<file path="config.mk">
export PLATFORM = sky130hd
export DESIGN_NAME = three_eight_pulse_decoder
export DESIGN_NICKNAME = d
export VERILOG_FILES = /design/src/rtl/three_eight_decoder_pkg.sv /design/src/rtl/three_eight_pulse_decoder_code_fifo.sv /design/src/rtl/three_eight_pulse_decoder.sv
export SDC_FILE = /design/constraint.sdc
export NUM_CORES = 1
export LEC_CHECK = 0
export ABC_AREA = 1
export CORE_MARGIN = 2
export CORE_UTILIZATION = 40
export DETAILED_ROUTE_END_ITERATION = 10
export SETUP_SLACK_MARGIN = 0.5
export SLEW_MARGIN = 20
export SYNTH_ARGS = -nofsm -noshare
export SYNTH_HDL_FRONTEND = slang
export SYNTH_SLANG_ARGS = --single-unit
</file>
<file path="constraint.sdc">
create_clock -name clk -period 3.1 [get_ports clk]
set_clock_uncertainty 0.05 [all_clocks]
set_input_delay 0.93 -clock clk [delete_from_list [all_inputs] [get_ports clk]]
set_output_delay 0.93 -clock clk [all_outputs]
set_load 0.05 [all_outputs]
</file>
<file path="src/rtl/three_eight_decoder_pkg.sv">
// Shared types and constants for the 3-to-8 pulse decoder and its code FIFO.
package three_eight_decoder_pkg;

  localparam int CODE_W = 3;
  localparam int LINES  = 8;

  // Pulse-sequencer states; encodings are fixed so they read the same in waveforms.
  typedef enum logic [1:0] {
    ST_IDLE  = 2'd0,
    ST_PULSE = 2'd1,
    ST_GAP   = 2'd2
  } state_e;

  // One-hot line pattern for a code.
  function automatic logic [LINES-1:0] onehot_of(input logic [CODE_W-1:0] code);
    logic [LINES-1:0] v;
    v       = '0;
    v[code] = 1'b1;
    return v;
  endfunction

endpackage

</file>
<file path="src/rtl/three_eight_pulse_decoder_code_fifo.sv">
// Small synchronous FIFO holding pending codes; head is visible combinationally
// so the sequencer can load it on the same edge that pops it.
module code_fifo
  import three_eight_decoder_pkg::*;
#(
  parameter int DEPTH = 4
) (
  input  logic                      clk,
  input  logic                      rst_n,
  input  logic                      push,
  input  logic [CODE_W-1:0]         push_data,
  input  logic                      pop,
  output logic [CODE_W-1:0]         pop_data,
  output logic                      full,
  output logic                      empty,
  output logic [$clog2(DEPTH):0]    count
);

  localparam int PTR_W = $clog2(DEPTH);
  localparam int CNT_W = PTR_W + 1;

  logic [CODE_W-1:0] mem_q [DEPTH];
  logic [PTR_W-1:0]  wr_ptr_q, wr_ptr_d;
  logic [PTR_W-1:0]  rd_ptr_q, rd_ptr_d;
  logic [CNT_W-1:0]  count_q, count_d;
  logic              do_push, do_pop;

  assign full     = (count_q == CNT_W'(DEPTH));
  assign empty    = (count_q == '0);
  assign count    = count_q;
  assign pop_data = mem_q[rd_ptr_q];

  // Pointer and occupancy update; pointers wrap naturally since DEPTH is a power of 2.
  always_comb begin
    do_push  = push && !full;
    do_pop   = pop && !empty;
    wr_ptr_d = wr_ptr_q + PTR_W'(do_push);
    rd_ptr_d = rd_ptr_q + PTR_W'(do_pop);
    count_d  = count_q + CNT_W'(do_push) - CNT_W'(do_pop);
  end

  // Storage array; contents need no reset because the pointers define validity.
  always_ff @(posedge clk) begin
    if (do_push) mem_q[wr_ptr_q] <= push_data;
  end

  // Pointer and count registers.
  always_ff @(posedge clk or negedge rst_n) begin
    if (!rst_n) begin
      wr_ptr_q <= '0;
      rd_ptr_q <= '0;
      count_q  <= '0;
    end else begin
      wr_ptr_q <= wr_ptr_d;
      rd_ptr_q <= rd_ptr_d;
      count_q  <= count_d;
    end
  end

endmodule

</file>
<file path="src/rtl/three_eight_pulse_decoder.sv">
// Sequential 3-to-8 decoder: queued codes are replayed in arrival order as
// one-hot pulses of PULSE_LEN cycles separated by GAP idle cycles.
module three_eight_pulse_decoder
  import three_eight_decoder_pkg::*;
#(
  parameter int PULSE_LEN = 4,
  parameter int GAP       = 1,
  parameter int DEPTH     = 4
) (
  input  logic                   clk,
  input  logic                   rst_n,
  input  logic                   in_valid,
  output logic                   in_ready,
  input  logic [CODE_W-1:0]      in_code,
  output logic [LINES-1:0]       out_onehot,
  output logic                   out_active,
  output logic                   busy,
  output logic [$clog2(DEPTH):0] count
);

  localparam int DWELL_MAX = (PULSE_LEN > GAP) ? PULSE_LEN : GAP;
  localparam int DWELL_W   = $clog2(DWELL_MAX + 1);
  localparam logic [DWELL_W-1:0] PULSE_LOAD = DWELL_W'(PULSE_LEN - 1);
  localparam logic [DWELL_W-1:0] GAP_LOAD   = DWELL_W'((GAP > 0) ? (GAP - 1) : 0);

  state_e             state_q, state_d;
  logic [DWELL_W-1:0] dwell_q, dwell_d;
  logic [LINES-1:0]   out_onehot_q, out_onehot_d;
  logic               out_active_q, out_active_d;
  logic               dwell_done, enter_pulse, enter_gap;
  logic               fifo_full, fifo_empty;
  logic [CODE_W-1:0]  fifo_head;

  assign in_ready   = !fifo_full;
  assign busy       = (state_q != ST_IDLE) || !fifo_empty;
  assign out_onehot = out_onehot_q;
  assign out_active = out_active_q;

  code_fifo #(.DEPTH(DEPTH)) u_fifo (
    .clk       (clk),
    .rst_n     (rst_n),
    .push      (in_valid && in_ready),
    .push_data (in_code),
    .pop       (enter_pulse),
    .pop_data  (fifo_head),
    .full      (fifo_full),
    .empty     (fifo_empty),
    .count     (count)
  );

  // State, dwell counter and output registers.
  always_ff @(posedge clk or negedge rst_n) begin
    if (!rst_n) begin
      state_q      <= ST_IDLE;
      dwell_q      <= '0;
      out_onehot_q <= '0;
      out_active_q <= 1'b0;
    end else begin
      state_q      <= state_d;
      dwell_q      <= dwell_d;
      out_onehot_q <= out_onehot_d;
      out_active_q <= out_active_d;
    end
  end

  // Next-state: a phase ends when its dwell counter has reached zero.
  always_comb begin
    state_d    = state_q;
    dwell_done = (dwell_q == '0);
    case (state_q)
      ST_IDLE:  if (!fifo_empty) state_d = ST_PULSE;
      ST_PULSE: if (dwell_done) begin
                  if (GAP > 0)          state_d = ST_GAP;
                  else if (!fifo_empty) state_d = ST_PULSE;
                  else                  state_d = ST_IDLE;
                end
      ST_GAP:   if (dwell_done) state_d = fifo_empty ? ST_IDLE : ST_PULSE;
      default:  state_d = ST_IDLE;
    endcase
  end

  // Outputs: every PULSE entry (including back-to-back) pops the head and reloads the counter.
  always_comb begin
    enter_pulse  = (state_d == ST_PULSE) && ((state_q != ST_PULSE) || dwell_done);
    enter_gap    = (state_d == ST_GAP) && (state_q != ST_GAP);
    dwell_d      = dwell_q - DWELL_W'(1);
    out_onehot_d = '0;
    out_active_d = 1'b0;
    if (enter_pulse) begin
      dwell_d      = PULSE_LOAD;
      out_onehot_d = onehot_of(fifo_head);
      out_active_d = 1'b1;
    end else if (state_d == ST_PULSE) begin
      out_onehot_d = out_onehot_q;
      out_active_d = 1'b1;
    end else if (enter_gap) begin
      dwell_d = GAP_LOAD;
    end else if (state_d == ST_IDLE) begin
      dwell_d = '0;
    end
  end

endmodule
</file>
==> flow_metrics.tcl <==
set metrics [dict create \
    yosys_warnings 0 \
    synthAdderAreaFrac_pct 6.54 \
    synth_nets 159 \
    syn_avg_cell_area_sq_um 9.96 \
    setup_viol 0 \
    synthXorXnorAreaFrac_pct 3.01 \
    syn2layout_area_growth_pct 22.4 \
    clkTransAtPathRegs_ns 0.10 \
    path_cells "clkdlybuf4s50_1" \
    rows 21 \
    grt_pass1_vias 979 \
    slowest_stage "clkdlybuf4s50_1" \
    grtUsageMet1_pct 17.5 \
    min_delay_path_depth 2 \
    via_per_inst 4.50 \
    start_util_pct 42.6 \
    gr-max-usage-layer "met2" \
    cp_num_buf_inv 1 \
    grt_usage_pct 14.0 \
    place.gp.congestion 0.768 \
    rsz0062_at_grt "no" \
    htree_num_levels 2 \
    port_buffers 19 \
    r2r.worst_path.cells 13 \
    hold_violations 0 \
    fp.dieW_um 64.3 \
    clk_latency_ns 0.32 \
    max_cap_violations 0 \
    fmax_mhz 401 \
    drc 0 \
    final-max-slew-violation-count 0 \
    cp-end-kind "output pin" \
    ant_nets 0 \
    coreArea_sq_um 3420 \
    cts_buffer_depth 2 \
    cts_root_buf "clkbuf_4" \
    drive_above_1_share_pct 9.77 \
    fin_crit_ns 2.49 \
    synth.distinct_cells 18 \
    cts_setup_buffers 0 \
    cp.depth 1 \
    fin_nets 186 \
    routed_wl_mm 2.38 \
    timing.final.crit_share_pct 80.5 \
    synth-compound-area-share_pct 0.688 \
    syn_area_sq_um 1450 \
    drt_pass1_iterations 4 \
    synth_cells 146 \
    dpl_cell_area_sq_um 1710 \
    gr-usage-met3_pct 5.46 \
    cts_hold_buf 0 \
    setup_tns_ns 0 \
    tightestPinTransition_ns 0.501 \
    hold_class "flip-flop to flip-flop" \
    path_class "flip-flop to output pin" \
    yosys.area_share.simple_pct 22.9 \
    wl_per_cell_um 10.8 \
    synth_top_family_by_area "simple AND/OR/NAND/NOR gates" \
    routed-via-count 991 \
    regArea_sq_um 886 \
    hpwlAfterDp_mm 1.81 \
    cpLargestDelayFamily "buffers and inverters" \
    use_met2_pct 21.5 \
    antenna_cells 0 \
    cts_made_buffers 5 \
    ys_ff_latch 33 \
    status "finished clean" \
    required_ns 2.12 \
    first_iter_violations 34 \
    cts.sinks 33 \
    tritoncts "built" \
    fillers 328 \
    yosysSeqAreaShare_pct 60.9 \
    slew_headroom_pct 66.3 \
    start_kind "flip-flop" \
    overflow 0 \
    fin_area_sq_um 1780 \
    grt_max_degree 22 \
    grt_first_pass_wirelength_mm 4.25 \
    path_max_fanout 3 \
    worst_path_largest_cell_delay_ns 0.81 \
    antenna_found_initial 0 \
    io_pins 20 \
    cp.arrival_ns 1.51 \
    multiInputGateArea_sq_um 482 \
    synth_mux_area_share_pct 0 \
    design.die.area_sq_um 4130 \
    fp.dieH_um 64.3 \
]
==> final cells by class <==
type                       instances  area share (%)
inverter                          23            4.85
timing repair buffer              20            10.8
multi-input combinational         90            27.1
clock buffer                       6            2.32
tap                               46            3.23
sequential                        33            49.8
clock inverter                     2            1.90
==> worst paths after layout <==
kind	from	end	slack [ns]
min in group asynchronous	rst_n	out_onehot[2]	0.89
setup reg to reg	dwell_q[0]	u_fifo.count[1]	0.84
hold / removal	out_onehot[2]	out_onehot[2]	0.44
max in group asynchronous	rst_n	u_fifo.wr_ptr_q[0]	1.89
setup / recovery	u_fifo.count[0]	count[0]	0.61
hold reg to reg	out_onehot[2]	out_onehot[2]	0.44
==> registers in the layout (all words and copies together) (netlist names) <==
| signal | cells |
|---|---|
| u_fifo.mem_q | 12 |
| out_onehot | 8 |
| dwell_q | 3 |
| u_fifo.count | 3 |
| state_q | 2 |
| u_fifo.rd_ptr_q | 2 |
| u_fifo.wr_ptr_q | 2 |
| out_active | 1 |
==> synthesized netlist by cell type, drive strengths merged <==
cell,count,area [sq um]
nand2,55,211
edfxtp,12,360
fa,1,20.0
nand4,1,6.26
dfrtp,21,526
xnor2,3,26.3
nor2,6,32.5
nand3,10,62.6
nor3,4,20.0
inv,23,86.3
a21oi,2,10.0
xor2,2,17.5
ha,6,75.1
==> cell usage in the layout, fill, tap and decap left out, drive strengths merged <==
| cell | instances |
|---|---|
| xnor2 | 3 |
| inv | 23 |
| xor2 | 2 |
| clkinv | 1 |
| bufinv | 1 |
| fa | 1 |
| nor3 | 4 |
| dlymetal6s2s | 1 |
| nand3 | 10 |
| a21oi | 2 |
| clkbuf | 7 |
| clkdlybuf4s50 | 15 |
| dlygate4sd2 | 2 |
| nor2 | 6 |
| nand4 | 1 |
| ha | 6 |
| edfxtp | 12 |
| dfrtp | 21 |
| buf | 1 |
| nand2 | 55 |
==> cells by family (layout without fill, tap and decap cells) <==
logic type / count (synthesis) / after routing
AND/OR/NAND/NOR: 76 / 76
adder cells (fa/ha/maj): 7 / 7
buffers and inverters: 23 / 51
AO/OA/AOI/OAI: 2 / 2
XOR/XNOR: 5 / 5
flip-flops: 33 / 33
==> repair_timing <==
action                                 CTS  global route
setup endpoints to repair                3             2
gates resized for setup                  3             3
endpoints found under the hold margin    0             0
==> layer usage <==
metal | wire length (um) | part of all wire [%] | vias to the layer above
met5 | 0 | 0 | -
met4 | 47 | 2.0 | 0
met3 | 94 | 4.0 | 5
met2 | 1110 | 47 | 22
met1 | 1130 | 47 | 454
li1 | - | - | 510
==> per-stage QoR <==
stage / worst slack (ns) / hold slack [ns] / util, % / std cells
after floorplan: 0.751 / 0.429 / - / 146
after global placement: 0.674 / 0.414 / 50.0 / 212
after detailed placement: 0.601 / 0.416 / 50.0 / 212
after CTS: 0.533 / 0.443 / 52.1 / 220
after global routing: 0.521 / 0.461 / 52.1 / 220
final: 0.606 / 0.437 / 52.1 / 220
Power is not shown: default switching activity piles up to over one toggle a cycle in this logic, so the estimate is an artifact.
